File: src/rtl/key_color_ctrl_pkg.sv
// Shared types and constants for the piano key-to-colour sequencer.
// Holds the controller state encoding, note code type, demo melody and arbitration helper.
package piano_pkg;

   typedef enum logic [1:0] {IDLE, PLAY, HOLD, DEMO} ctrl_state_t;

   typedef logic [3:0] note_code_t;

   localparam note_code_t CODE_OFF   = 4'd0;
   localparam int         NUM_KEYS   = 8;
   localparam int         MELODY_LEN = 16;

   localparam note_code_t MELODY [MELODY_LEN] = '{
      4'd1, 4'd1, 4'd5, 4'd5, 4'd6, 4'd6, 4'd5, 4'd0,
      4'd4, 4'd4, 4'd3, 4'd3, 4'd2, 4'd2, 4'd1, 4'd0
   };

   // Lowest-index set key wins; returns its code (index+1), or CODE_OFF when none is set.
   function automatic note_code_t winner_code(input logic [NUM_KEYS-1:0] v);
      winner_code = CODE_OFF;
      for (int i = NUM_KEYS - 1; i >= 0; i--) begin
         if (v[i]) begin
            winner_code = note_code_t'(i + 1);
         end
      end
   endfunction

endpackage

File: src/rtl/key_color_ctrl_if.sv
// Pin-level bundle between the keyboard/demo inputs, the controller and the colour decoder.
// The slave modport is the controller's view; master is the driver side.
interface key_color_ctrl_if;
   import piano_pkg::*;

   logic [NUM_KEYS-1:0] key;
   logic                demo;
   logic                p0;
   logic                p1;
   logic                p2;
   logic                p3;
   logic                note_valid;
   logic                demo_active;

   modport master (
      output key, demo,
      input  p0, p1, p2, p3, note_valid, demo_active
   );

   modport slave (
      input  key, demo,
      output p0, p1, p2, p3, note_valid, demo_active
   );

endinterface

File: src/rtl/key_color_ctrl_debounce.sv
// Two-flop synchroniser and debounce filter for the raw key vector.
// stable follows the synchronised keys once they have held still long enough.
module key_debounce
   import piano_pkg::*;
#(
   parameter int unsigned DEB_CYCLES = 16
) (
   input  logic                clk,
   input  logic                rst_n,
   input  logic [NUM_KEYS-1:0] key_i,
   output logic [NUM_KEYS-1:0] stable_o
);

   localparam logic [15:0] DEB_LIM = 16'(DEB_CYCLES);

   logic [NUM_KEYS-1:0] meta_q;
   logic [NUM_KEYS-1:0] sync_q;
   logic [NUM_KEYS-1:0] prev_q;
   logic [NUM_KEYS-1:0] stable_q, stable_d;
   logic [15:0]         cnt_q, cnt_d;

   // Any change restarts the run; the counter parks at the limit so stable keeps tracking.
   always_comb begin
      cnt_d    = cnt_q;
      stable_d = stable_q;
      if (sync_q != prev_q) begin
         cnt_d = '0;
      end else if (cnt_q != DEB_LIM) begin
         cnt_d = cnt_q + 16'd1;
      end
      if ((sync_q == prev_q) && (cnt_d == DEB_LIM)) begin
         stable_d = sync_q;
      end
   end

   always_ff @(posedge clk or negedge rst_n) begin
      if (!rst_n) begin
         meta_q   <= '0;
         sync_q   <= '0;
         prev_q   <= '0;
         cnt_q    <= '0;
         stable_q <= '0;
      end else begin
         meta_q   <= key_i;
         sync_q   <= meta_q;
         prev_q   <= sync_q;
         cnt_q    <= cnt_d;
         stable_q <= stable_d;
      end
   end

   assign stable_o = stable_q;

endmodule

File: src/rtl/key_color_ctrl.sv
// Key/demo sequencing controller driving the 4-bit note code into the colour decoder.
// Arbitrates debounced keys, enforces a minimum note time and plays the stored melody.
module key_color_ctrl
   import piano_pkg::*;
#(
   parameter int unsigned DEB_CYCLES  = 16,
   parameter int unsigned HOLD_CYCLES = 1000,
   parameter int unsigned STEP_CYCLES = 4000
) (
   input  logic          clk,
   input  logic          rst_n,
   key_color_ctrl_if.slave bus
);

   localparam logic [15:0] HOLD_LIM = 16'(HOLD_CYCLES);
   localparam logic [15:0] STEP_LIM = 16'(STEP_CYCLES);
   localparam logic [3:0]  LAST_IDX = 4'(MELODY_LEN - 1);

   logic [NUM_KEYS-1:0] stable;
   logic                any_key;
   note_code_t          win_code;

   logic                demo_meta_q, demo_sync_q, demo_prev_q;
   logic                demo_rise;

   ctrl_state_t         state_q, state_d;
   note_code_t          code_q, code_d;
   logic [15:0]         hold_q, hold_d, hold_next;
   logic [15:0]         step_q, step_d, step_next;
   logic [3:0]          idx_q, idx_d, idx_inc;
   logic                hold_done, step_done;
   logic                valid_q, valid_d;
   logic                active_q, active_d;

   key_debounce #(
      .DEB_CYCLES (DEB_CYCLES)
   ) u_debounce (
      .clk      (clk),
      .rst_n    (rst_n),
      .key_i    (bus.key),
      .stable_o (stable)
   );

   assign any_key   = |stable;
   assign win_code  = winner_code(stable);
   assign demo_rise = demo_sync_q & ~demo_prev_q;

   // hold_done means the current code will have been shown for HOLD_CYCLES after this edge.
   assign hold_next = (hold_q == HOLD_LIM) ? hold_q : hold_q + 16'd1;
   assign hold_done = (hold_next == HOLD_LIM);
   assign step_next = step_q + 16'd1;
   assign step_done = (step_next == STEP_LIM);
   assign idx_inc   = idx_q + 4'd1;

   always_comb begin
      state_d = state_q;
      code_d  = code_q;
      hold_d  = hold_q;
      step_d  = step_q;
      idx_d   = idx_q;
      case (state_q)
         IDLE: begin
            code_d = CODE_OFF;
            if (any_key) begin
               state_d = PLAY;
               code_d  = win_code;
               hold_d  = '0;
            end else if (demo_rise) begin
               state_d = DEMO;
               idx_d   = '0;
               step_d  = '0;
               code_d  = MELODY[0];
            end
         end
         PLAY: begin
            hold_d = hold_next;
            if (any_key) begin
               if (hold_done && (win_code != code_q)) begin
                  code_d = win_code;
                  hold_d = '0;
               end
            end else if (hold_done) begin
               state_d = IDLE;
               code_d  = CODE_OFF;
            end else begin
               state_d = HOLD;
            end
         end
         HOLD: begin
            hold_d = hold_next;
            if (any_key && (win_code == code_q)) begin
               state_d = PLAY;
            end else if (hold_done) begin
               if (any_key) begin
                  state_d = PLAY;
                  code_d  = win_code;
                  hold_d  = '0;
               end else begin
                  state_d = IDLE;
                  code_d  = CODE_OFF;
               end
            end
         end
         DEMO: begin
            if (any_key) begin
               state_d = PLAY;
               code_d  = win_code;
               hold_d  = '0;
            end else if (step_done) begin
               step_d = '0;
               if (idx_q == LAST_IDX) begin
                  state_d = IDLE;
                  code_d  = CODE_OFF;
                  idx_d   = '0;
               end else begin
                  idx_d  = idx_inc;
                  code_d = MELODY[idx_inc];
               end
            end else begin
               step_d = step_next;
            end
         end
         default: begin
            state_d = IDLE;
            code_d  = CODE_OFF;
         end
      endcase
      valid_d  = (code_d != CODE_OFF);
      active_d = (state_d == DEMO);
   end

   always_ff @(posedge clk or negedge rst_n) begin
      if (!rst_n) begin
         demo_meta_q <= 1'b0;
         demo_sync_q <= 1'b0;
         demo_prev_q <= 1'b0;
         state_q     <= IDLE;
         code_q      <= CODE_OFF;
         hold_q      <= '0;
         step_q      <= '0;
         idx_q       <= '0;
         valid_q     <= 1'b0;
         active_q    <= 1'b0;
      end else begin
         demo_meta_q <= bus.demo;
         demo_sync_q <= demo_meta_q;
         demo_prev_q <= demo_sync_q;
         state_q     <= state_d;
         code_q      <= code_d;
         hold_q      <= hold_d;
         step_q      <= step_d;
         idx_q       <= idx_d;
         valid_q     <= valid_d;
         active_q    <= active_d;
      end
   end

   assign bus.p0          = code_q[0];
   assign bus.p1          = code_q[1];
   assign bus.p2          = code_q[2];
   assign bus.p3          = code_q[3];
   assign bus.note_valid  = valid_q;
   assign bus.demo_active = active_q;

endmodule
File: src/flat_wrapper.sv
// flat-port wrapper written by rule: the top's interface ports become plain ports
module key_color_ctrl_flat import piano_pkg::*;
#(
   parameter int unsigned DEB_CYCLES  = 16,
   parameter int unsigned HOLD_CYCLES = 1000,
   parameter int unsigned STEP_CYCLES = 4000
)
  (clk, rst_n, bus_key, bus_demo, bus_p0, bus_p1, bus_p2, bus_p3, bus_note_valid, bus_demo_active);
  key_color_ctrl_if bus_i ();
  input  logic clk;
  input  logic rst_n;
  input wire logic [$bits(bus_i.key)-1:0] bus_key;
  input wire logic [$bits(bus_i.demo)-1:0] bus_demo;
  output wire logic [$bits(bus_i.p0)-1:0] bus_p0;
  output wire logic [$bits(bus_i.p1)-1:0] bus_p1;
  output wire logic [$bits(bus_i.p2)-1:0] bus_p2;
  output wire logic [$bits(bus_i.p3)-1:0] bus_p3;
  output wire logic [$bits(bus_i.note_valid)-1:0] bus_note_valid;
  output wire logic [$bits(bus_i.demo_active)-1:0] bus_demo_active;
  assign bus_i.key = bus_key;
  assign bus_i.demo = bus_demo;
  assign bus_p0 = bus_i.p0;
  assign bus_p1 = bus_i.p1;
  assign bus_p2 = bus_i.p2;
  assign bus_p3 = bus_i.p3;
  assign bus_note_valid = bus_i.note_valid;
  assign bus_demo_active = bus_i.demo_active;
  key_color_ctrl #(.DEB_CYCLES(DEB_CYCLES), .HOLD_CYCLES(HOLD_CYCLES), .STEP_CYCLES(STEP_CYCLES)) u_core (.clk(clk), .rst_n(rst_n), .bus(bus_i));
endmodule
File: config.mk
export PLATFORM = sky130hd
export DESIGN_NAME = key_color_ctrl_flat
export DESIGN_NICKNAME = d
export VERILOG_FILES = /design/src/rtl/key_color_ctrl_pkg.sv /design/src/rtl/key_color_ctrl_if.sv /design/src/rtl/key_color_ctrl_debounce.sv /design/src/rtl/key_color_ctrl.sv /design/src/flat_wrapper.sv
export SDC_FILE = /design/constraint.sdc
export NUM_CORES = 1
export LEC_CHECK = 0
export CAP_MARGIN = 5
export CORE_ASPECT_RATIO = 1.5
export CORE_MARGIN = 2
export CORE_UTILIZATION = 40
export CTS_BUF_LIST = sky130_fd_sc_hd__clkbuf_16
export CTS_CLUSTER_SIZE = 30
export DETAILED_ROUTE_END_ITERATION = 16
export PLACE_DENSITY = 0.62
export SYNTH_ARGS = -nofsm -noshare
export SYNTH_HDL_FRONTEND = slang
export SYNTH_SLANG_ARGS = --single-unit
File: constraint.sdc
create_clock -name clk -period 3.5 [get_ports clk]
set_input_delay 0.7 -clock clk [delete_from_list [all_inputs] [get_ports clk]]
set_output_delay 0.7 -clock clk [all_outputs]
set_load 0.01 [all_outputs]
### Word-level counts from Yosys, hierarchy flattened

Memory sizes are Yosys's and may differ from the RTL's.
Index checks and enable logic that the tools add are counted.

* memories: 1
* logic and storage cells: 107
* memory bits (read-only): 64
* output and inout port bits: 6
* bits of input ports: 11
* register bits: 95

Memories
* (name not given): depth 16, width 4, read ports 1, clocked after memory_dff 0, wr ports 0, line key_color_ctrl.sv:117 `code_d = MELODY[idx_inc];`

* bitwise logic cells: 3
* $add $sub $neg: 4
* muxes and demuxes: 54
* eq/ne operators: 19
* reductions and logical operators: 10
* magnitude comparators: 1

Operator list (number)
* 2-to-1 mux 16 bit: 13
* 2-to-1 mux 4 bit: 25
* adder 16 x 1 -> 16 bit (second input constant): 3
* one-hot mux 16 bit (3 select lines): 1
* equality test 16 x 10 -> 1 bit (second input constant): 2
* one-hot mux 16 bit (2 select lines): 1
* 2-to-1 mux 2 bit: 9
* equality test 16 x 12 -> 1 bit (second input constant): 1
* equality test 16 x 5 -> 1 bit (second input constant): 1
* inequality test 16 x 5 -> 1 bit (second input constant): 1
* one-hot mux 4 bit (4 select lines): 1
* equality test 8 bit: 1
* inequality test 8 bit: 1
* one-hot mux 2 bit (4 select lines): 1
* one-hot mux 4 bit (2 select lines): 1
* OR reduction 8 bit: 1
* equality test 2 bit (second input constant): 3
* inequality test 2 x 1 -> 1 bit (second input constant): 3
* greater-or-equal comparator 5 bit (second input constant): 1
* NOT 4 -> 5 bit: 1
* AND reduction 5 bit: 1
* adder 4 x 1 -> 4 bit (second input constant): 1
* equality test 4 bit: 1
* equality test 4 bit (second input constant): 1
* 12 further kinds: 16

### Longest topological paths before layout

Gate-level depths: netlist (run 1).

* depth in word-level cells: 14
* depth in mapped cells: 13
* gate-level depth less buffers: 11

### Hierarchy

Synthesis (run 1) repeated with hierarchy kept, for this count alone.

* cells, all modules: 617
* area, all modules: 5784.3 µm²

Modules (own cells, without submodules)
* key_color_ctrl: cells an instance 445, area each 3657.3 µm², sequential area each 1176.1 µm², instances 1
* key_debounce: cells an instance 172, area each 2127.0 µm², sequential area each 1201.2 µm², instances 1

### Worst setup path after synthesis (run 1)

OpenSTA, ideal clock, no wires.

* path kind: reg2reg
* from: register u_core.hold_q[1]
* to: register u_core.valid_q, in the netlist u_core.bus.note_valid
* clock period less this slack: 3.035 ns
* library setup time: 0.139 ns
* buffers on the path: 1
* data arrival time: 2.896 ns
* data required time: 3.361 ns
* stages on the path, launching flop included: 11
* slack: 0.465 ns
* cells stage by stage: dfrtp_1 > ha_1 > buf_2 > inv_1 > or4b_2 > a311oi_2 > o211ai_2 > nor3_4 > a21oi_1 > a211o_1 > or4_1

* cells in the longest elaborated chain, start to end: 8
* elaborated cells on any way between the ends: 12
* classes of those cells: 1 x add/sub; 2 x eq/ne; 7 x mux; 2 x reduce/logical

Ends and longest elaborated chain
* from (decl): line key_color_ctrl.sv:28 `logic [15:0] hold_q, hold_d, hold_next;`
* from (signal assigned): line key_color_ctrl.sv:150 `hold_q <= hold_d;`
* adder 16 x 1 -> 16 bit or equality test 16 x 10 -> 1 bit (tied branches): line key_color_ctrl.sv:49 `assign hold_next = (hold_q == HOLD_LIM) ? hold_q : hold_q + 16'd1;`
* 2-to-1 mux 16 bit (*): line key_color_ctrl.sv:49
* equality test 16 x 10 -> 1 bit (*): line key_color_ctrl.sv:50 `assign hold_done = (hold_next == HOLD_LIM);`
* logical AND 1 bit: line key_color_ctrl.sv:78 `if (hold_done && (win_code != code_q)) begin`
* 2-to-1 mux 4 bit: line key_color_ctrl.sv:78
* 2-to-1 mux 4 bit: line key_color_ctrl.sv:77 `if (any_key) begin`
* one-hot mux 4 bit (4 select lines) (*): line key_color_ctrl.sv:61 `case (state_q)`
* via u_core.code_d[2]: line key_color_ctrl.sv:27 `note_code_t code_q, code_d;`
* nonzero test 4 bit (*): line key_color_ctrl.sv:128 `valid_d = (code_d != CODE_OFF);`
* via u_core.valid_d: line key_color_ctrl.sv:32 `logic valid_q, valid_d;`
* to (signal assigned): line key_color_ctrl.sv:153 `valid_q <= valid_d;`
* to (decl): line key_color_ctrl.sv:32

Mark *: on every way through the listed nets, which the timed path passes. The rest lies on a longest branch.
A chain may end at the register's enable or synchronous reset.

### Final worst setup path (run 1)

Ends and elaborated chain as after synthesis.

==> results of run 1 <==
state kept, by name (all words and copies together) (netlist names), 2 cells and up:
name	flops
u_core.u_debounce.prev_q	8
u_core.u_debounce.sync_q	8
u_core.hold_q	16
u_core.step_q	16
u_core.code_q	4
u_core.state_q	2
u_core.u_debounce.stable_o	8
u_core.u_debounce.meta_q	8
u_core.idx_q	4
u_core.u_debounce.cnt_q	16
worst max path at each step:
stage,from,endpoint,slack (ps),cells past startpoint
6_report,u_core.hold_q[1],u_core.bus.note_valid,200,9
2_1_floorplan,u_core.hold_q[1],u_core.bus.note_valid,470,10
3_5_place_dp,u_core.hold_q[1],u_core.hold_q[4],190,9
5_1_grt,u_core.step_q[0],u_core.bus.note_valid,8,9
3_3_place_gp,u_core.hold_q[1],u_core.hold_q[4],300,9
4_1_cts,u_core.hold_q[1],u_core.hold_q[4],190,9
power groups by stage:
stage          combinational, mW  clock, mW  sequential (mW)
3_3_place_gp               0.921          0             1.25
4_1_cts                    0.947      0.993             1.23
2_1_floorplan              0.642          0             1.23
6_report                    1.00      0.959             1.23
5_1_grt                     1.11       1.04             1.24
3_5_place_dp               0.939          0             1.25
area by class of cell:
type	count	share of cell area (%)
Clock inverter	7	1.04
Clock buffer	9	3.67
Inverter	26	1.59
Sequential cell	95	38.7
Timing Repair Buffer	28	4.44
Tap cell	162	3.30
Multi-Input combinational cell	449	47.2
cell families after synthesis:
kind of cell | after synthesis | share of synthesized area [%]
and+or+nand+nor | 251 | 24.4
AOI/OAI and AO/OA | 128 | 15.4
DFF | 95 | 43.1
buffers and inverters | 56 | 4.22
xor gates and xnor gates | 36 | 5.72
muxes | 19 | 3.70
adders and majority gates | 15 | 3.41
stage by stage:
stage	total power, mW	instance area [sq um]	utilization (%)	std cells
finish	3.19	6140	45.6	776
global route	3.38	6140	45.6	776
CTS	3.17	6120	45.4	775
detailed placement	2.19	5830	43.3	759
global placement	2.17	5830	43.3	759
floorplan	1.87	5510	-	600
routing by layer:
layer,vias to the layer above,track usage [%]
met5,-,0
met4,0,8.08
met3,33,3.45
met2,88,31.4
met1,2244,20.7
li1,2174,-
what timing repair did:
item / in CTS / in global routing
buffers inserted: 0 / 1
setup endpoints to repair: 0 / 2
hold buffers: 0 / 0
placed cells by master (no fill, tap or decap), drive strengths merged, types with 3 or more instances in the layout:
master | netlist | layout
dfrtp | 95 | 95
nand2 | 63 | 63
nor2 | 53 | 53
o21ai | 46 | 46
nand3 | 32 | 32
inv | 26 | 30
a21oi | 21 | 21
xnor2 | 19 | 19
nor3 | 19 | 19
xor2 | 17 | 17
nand4 | 17 | 17
ha | 15 | 15
clkdlybuf4s50 | 0 | 15
o31ai | 13 | 13
buf | 15 | 13
mux2 | 11 | 11
nor4 | 10 | 10
and3 | 9 | 9
clkbuf | 15 | 9
or2 | 9 | 9
mux2i | 8 | 8
a21o | 7 | 7
o211ai | 7 | 7
a211o | 6 | 6
or4 | 6 | 6
nor3b | 5 | 5
or3 | 4 | 4
and2 | 4 | 4
o22ai | 4 | 4
nor4b | 4 | 4
or3b | 3 | 3
nand2b | 3 | 3
a31oi | 3 | 3
==> flow_metrics.env, run 1 <==
export IMPL_status="completed"
export IMPL_synth_area_leader_cell="dfrtp_1"
export IMPL_grt_antenna_before_repair=0
export IMPL_cp_slowest_cell="or4b_2"
export IMPL_worst_ep_arrival_time_ps=3520
export IMPL_ys_warn_count=0
export IMPL_seqCellArea_sq_um=2380
export IMPL_hpwlAfterDp_um=8840
export IMPL_ir_drop_mv=0.305
export IMPL_synth_area_sq_um=5510
export IMPL_yosys_top_cells_count="dfrtp_1 (95), nand2_1 (63), nor2_1 (53)"
export IMPL_die_y_um=148
export IMPL_grt_use_total_pct=17.8
export IMPL_overflow=0
export IMPL_grt_max_degree=50
export IMPL_powerDensity_nw_per_um2=519
export IMPL_whs_ps=350
export IMPL_multi_input_area_sq_um=2900
export IMPL_ys_seq_area_share_pct=43.1
export IMPL_synth_edf_count=0
export IMPL_ys_flop_type="dfrtp_1"
export IMPL_crit_path_start_kind="register"
export IMPL_diodes=0
export IMPL_die_x_um=99.8
export IMPL_critPathCaptureType="register"
export IMPL_cts_root_buf="clkbuf_16"
export IMPL_crit_buf_inv=1
export IMPL_viasPerCell=5.85
export IMPL_fin_skew_ps=8.85
export IMPL_p_sw_mw=1.17
export IMPL_cts_resized=0
export IMPL_drive_above_1_share_pct=10.4
export IMPL_pwr_share_seq_pct=38.5
export IMPL_cts_sinks=95
export IMPL_cts_buffer_depth=2
export IMPL_grt_pass1_vias=4511
export IMPL_maxSlewViolCount=0
export IMPL_critPathKind="reg2reg"
export IMPL_synth_top_area_share_pct=43.1
export IMPL_critPathRequiredTime_ps=3720
export IMPL_crit_reg2reg_launch="u_core.hold_q[1]"
export IMPL_die_area_sq_um=14700
export IMPL_async_flop_share_pct=100
export IMPL_grt_pass1_wl_um=21300
export IMPL_rsz0062_at_grt="false"
export IMPL_htree_levels=3
export IMPL_leakage_nw=2.55
export IMPL_maxCapViolCount=0
export IMPL_core_area_sq_um=13500
export IMPL_hold_depth=0
export IMPL_worst_slack_ps=197
export IMPL_num_vias=4539
export IMPL_drt_total_wl_um=12400
export IMPL_io_buffers=16
export IMPL_drc=0
export IMPL_numCtsBuffers=9
export IMPL_rrSetupSlack_ps=200
export IMPL_top_layer_used="met4"
export IMPL_wl_met1_um=5130
export IMPL_cpPeakStageDelay_ps=630
export IMPL_max_freq_ghz=0.303
export IMPL_areaGrowthSynthToFinish_pct=11.4
export IMPL_num_rows=52
export IMPL_cts_tree="built"
export IMPL_hold_viol=0
export IMPL_wl_met2_um=6440
export IMPL_wl_met3_um=445
export IMPL_max_slew_margin_pct=44.7
export IMPL_yosysUniqueCellTypes=67
export IMPL_fin_setup_tns_ps=0
export IMPL_fin_crit_sh_pct=94.4
export IMPL_power_frac_comb_pct=31.4
export IMPL_num_io_pins=17
export IMPL_hold_end="u_core.u_debounce.sync_q[4]"
export IMPL_drt_pass1_iter_count=4
export IMPL_synth_seq_cells=95
export IMPL_nFillCells=1272
export IMPL_final_nets=635
export IMPL_min_period_ps=3300
export IMPL_crit_fanout=6
export IMPL_synth_most_common_cell="dfrtp_1"
export IMPL_min_from="u_core.u_debounce.meta_q[4]"
export IMPL_worstPathCellList="ha_1 > inv_1 > or4b_2 > a311oi_2 > o211ai_2 > nor3_4 > a21oi_1 > a211o_1 > or4_1"
export IMPL_intPower_mw=2.01
export IMPL_netlist_top_cells_area="dfrtp_1 (43%), nand2_1 (4.3%), o21ai_0 (4.2%)"
export IMPL_reg2regPathDepth=9
export IMPL_antenna_left=0
export IMPL_path_delay_family="simple AND/OR/NAND/NOR gates"
export IMPL_worst_pin_slew_ps=826
export IMPL_worst_skew_pair_late_latency_ps=350
export IMPL_clk_pin_slew_worst_paths_ps=70
export IMPL_syn_nets=626
export IMPL_wl_per_cell_um=16.0
export IMPL_dpl_worst_slack_ps=194
export IMPL_timing_rr_end="u_core.bus.note_valid"
export IMPL_place_congestion=0.926
export IMPL_switching_share_pct=36.8
export IMPL_hold_class="reg2reg"
export IMPL_synth_cells=600
export IMPL_setup_viol=0
export IMPL_clkPwrFrac_pct=30.1
export IMPL_drtIter0Drc=235
export IMPL_start_util_pct=40.9
export IMPL_syn_area_per_cell_sq_um=9.18
(Power assumes the default switching activity.)
==> run 2, diff against run 1 <==
Settings changed: CTS_CLUSTER_DIAMETER set to 120, HOLD_SLACK_MARGIN set to 0.08.
==> results of run 2 <==
Final layout, timing and power as in run 1 (identical DEF).
==> run 3, diff against run 2 <==
Settings changed: DONT_BUFFER_PORTS set to 1, PLACE_DENSITY 0.62 to 0.6.
==> run 3 against run 2 <==
Net effect:
- die area did not move
- final area is 2.5% lower
- clock power barely moved
- sequential power about the same
- clock-buffer cell count stayed put
- global-route usage rose by 0.25 points
- fmax shrank 0.87%
- worst setup slack worse by 29 ps
- cell count down 2.2%
- power is 2.4% lower
- critical path type unchanged
- largest power group unchanged
==> flow_metrics.env, run 3 (synthesis results as in run 1) <==
export IMPL_hold_viol=0
export IMPL_final_common_cell="dfrtp_1"
export IMPL_clk_pin_slew_worst_paths_ps=70
export IMPL_powerDensity_nw_per_um2=520
export IMPL_final_nets=618
export IMPL_maxSlewViolCount=0
export IMPL_drt_total_wl_um=12700
export IMPL_final_cell_mix="dfrtp_1 (95), nand2_1 (63), nor2_1 (53), o21ai_0 (46), nand3_1 (31)"
export IMPL_hold_class="in2async"
export IMPL_top_regs="u_core.hold_q x16, u_core.step_q x16, u_core.u_debounce.cnt_q x16"
export IMPL_grt_use_total_pct=18.1
export IMPL_critPathRequiredTime_ps=3720
export IMPL_core_area_sq_um=13500
export IMPL_setup_viol=0
export IMPL_cpPeakStageDelay_ps=500
export IMPL_fin_cells=759
export IMPL_worst_pin_slew_ps=842
export IMPL_hpwlAfterDp_um=9210
export IMPL_crit_fanout=6
export IMPL_diodes=0
export IMPL_wl_met2_um=6920
export IMPL_drtIter0Drc=175
export IMPL_ir_drop_mv=0.275
export IMPL_cp_slowest_cell="or4_1"
export IMPL_critPathKind="reg2reg"
export IMPL_cts_sinks=95
export IMPL_viasPerCell=5.80
export IMPL_wl_met1_um=4980
export IMPL_worst_ep_arrival_time_ps=3550
export IMPL_start_util_pct=40.9
export IMPL_critPathCaptureType="register"
export IMPL_die_x_um=99.8
export IMPL_cts_buffer_depth=2
export IMPL_finalPower_mw=3.11
export IMPL_max_slew_margin_pct=43.6
export IMPL_top_layer_used="met4"
export IMPL_num_vias=4402
export IMPL_wl_per_cell_um=16.7
export IMPL_fin_setup_tns_ps=0
export IMPL_drive_above_1_share_pct=10.2
export IMPL_grt_pass1_wl_um=21700
export IMPL_drc=0
export IMPL_htree_levels=3
export IMPL_whs_ps=238
export IMPL_max_freq_ghz=0.300
export IMPL_worstPathCellList="ha_1 > nand4_1 > or4_4 > a221oi_2 > o2111ai_1 > mux2_2 > o21ai_0 > a211o_1 > or4_1"
export IMPL_overflow=0
export IMPL_cts_root_buf="clkbuf_16"
export IMPL_grt_pass1_vias=4452
export IMPL_rsz0062_at_grt="false"
export IMPL_maxCapViolCount=0
export IMPL_wl_met3_um=369
export IMPL_antenna_left=0
export IMPL_die_y_um=148
export IMPL_fin_skew_ps=9.65
export IMPL_worst_skew_pair_late_latency_ps=350
export IMPL_cts_tree="built"
export IMPL_die_area_sq_um=14700
export IMPL_fin_crit_sh_pct=95.2
export IMPL_io_buffers=0
export IMPL_grt_antenna_before_repair=0
export IMPL_nFillCells=1286
export IMPL_areaGrowthSynthToFinish_pct=8.63
export IMPL_num_io_pins=17
export IMPL_grt_max_degree=96
export IMPL_drt_pass1_iter_count=5
export IMPL_numCtsBuffers=9
export IMPL_min_period_ps=3330
export IMPL_crit_path_start_kind="register"
export IMPL_status="completed"
export IMPL_leakage_nw=2.48
export IMPL_place_inst=741
export IMPL_place_congestion=0.947
export IMPL_num_rows=52
[run 3: cell types whose count changed in the layout (fill, tap and decap cells not counted)]
cell	previous run	this run
buf_12	2	1
buf_16	0	1
inv_8	3	2
clkinv_1	0	1
clkinv_2	1	0
clkdlybuf4s50_1	15	0
clkinv_8	0	1
buf_4	11	9
[run 3: layout make-up]
cell class,instances,area (sq um),area share (%)
Tap cell,162,203,3.39
Inverter,26,97.6,1.63
Sequential cell,95,2380,39.7
Clock inverter,7,67.6,1.13
Multi-Input combinational cell,449,2900,48.5
Timing Repair Buffer,11,115,1.92
Clock buffer,9,225,3.76
[run 3: critical path: cells and delay by family (launching register included)]
kind,cells,cell delay (ps)
AND/OR/NAND/NOR,3,1220
AO/OA/AOI/OAI,4,950
flip-flops,1,420
multiplexers,1,340
adder cells (fa/ha/maj),1,270
[run 3: worst paths after layout]
path                                        startpoint                     endpoint  slack (ps)  depth (start not counted)
setup / recovery                      u_core.step_q[0]        u_core.bus.note_valid         170                          9
hold / removal                                   rst_n             u_core.hold_q[5]         240                          1
setup reg to reg                      u_core.step_q[0]        u_core.bus.note_valid         170                          9
hold reg to reg            u_core.u_debounce.meta_q[0]  u_core.u_debounce.sync_q[0]         350                          0
max in group asynchronous                        rst_n            u_core.hold_q[10]        2830                          1
min in group clk           u_core.u_debounce.meta_q[0]  u_core.u_debounce.sync_q[0]         350                          0
[run 3: through the flow]
stage | setup WS (ps) | util, % | instance area (sq um)
global placement | 298 | 41.9 | 5650
CTS | 218 | 44.3 | 5970
global route | 7.87 | 44.4 | 5990
detailed placement | 221 | 41.9 | 5650
finish | 168 | 44.4 | 5990
floorplan | 465 | - | 5510
[run 3: where the power goes]
group | total [mW] | internal [mW] | switching [mW]
Clock | 0.958 | 0.499 | 0.459
Sequential | 1.25 | 1.16 | 0.0884
Combinational | 0.905 | 0.313 | 0.591
Total | 3.11 | 1.97 | 1.14
[run 3: layer usage]
metal / vias to the layer above / global-route usage, %
met2: 86 / 32.3
met3: 25 / 2.46
li1: 2136 / -
met4: 0 / 9.38
met1: 2155 / 20.7
met5: - / 0
[run 3: what timing repair did]
item | 4_1_cts | 5_1_grt
buffers inserted | 0 | 1
hold endpoints to repair | 95 | 0
gates resized for setup | 0 | 0
hold buffers | 1 | 0
setup endpoints to repair | 0 | 2
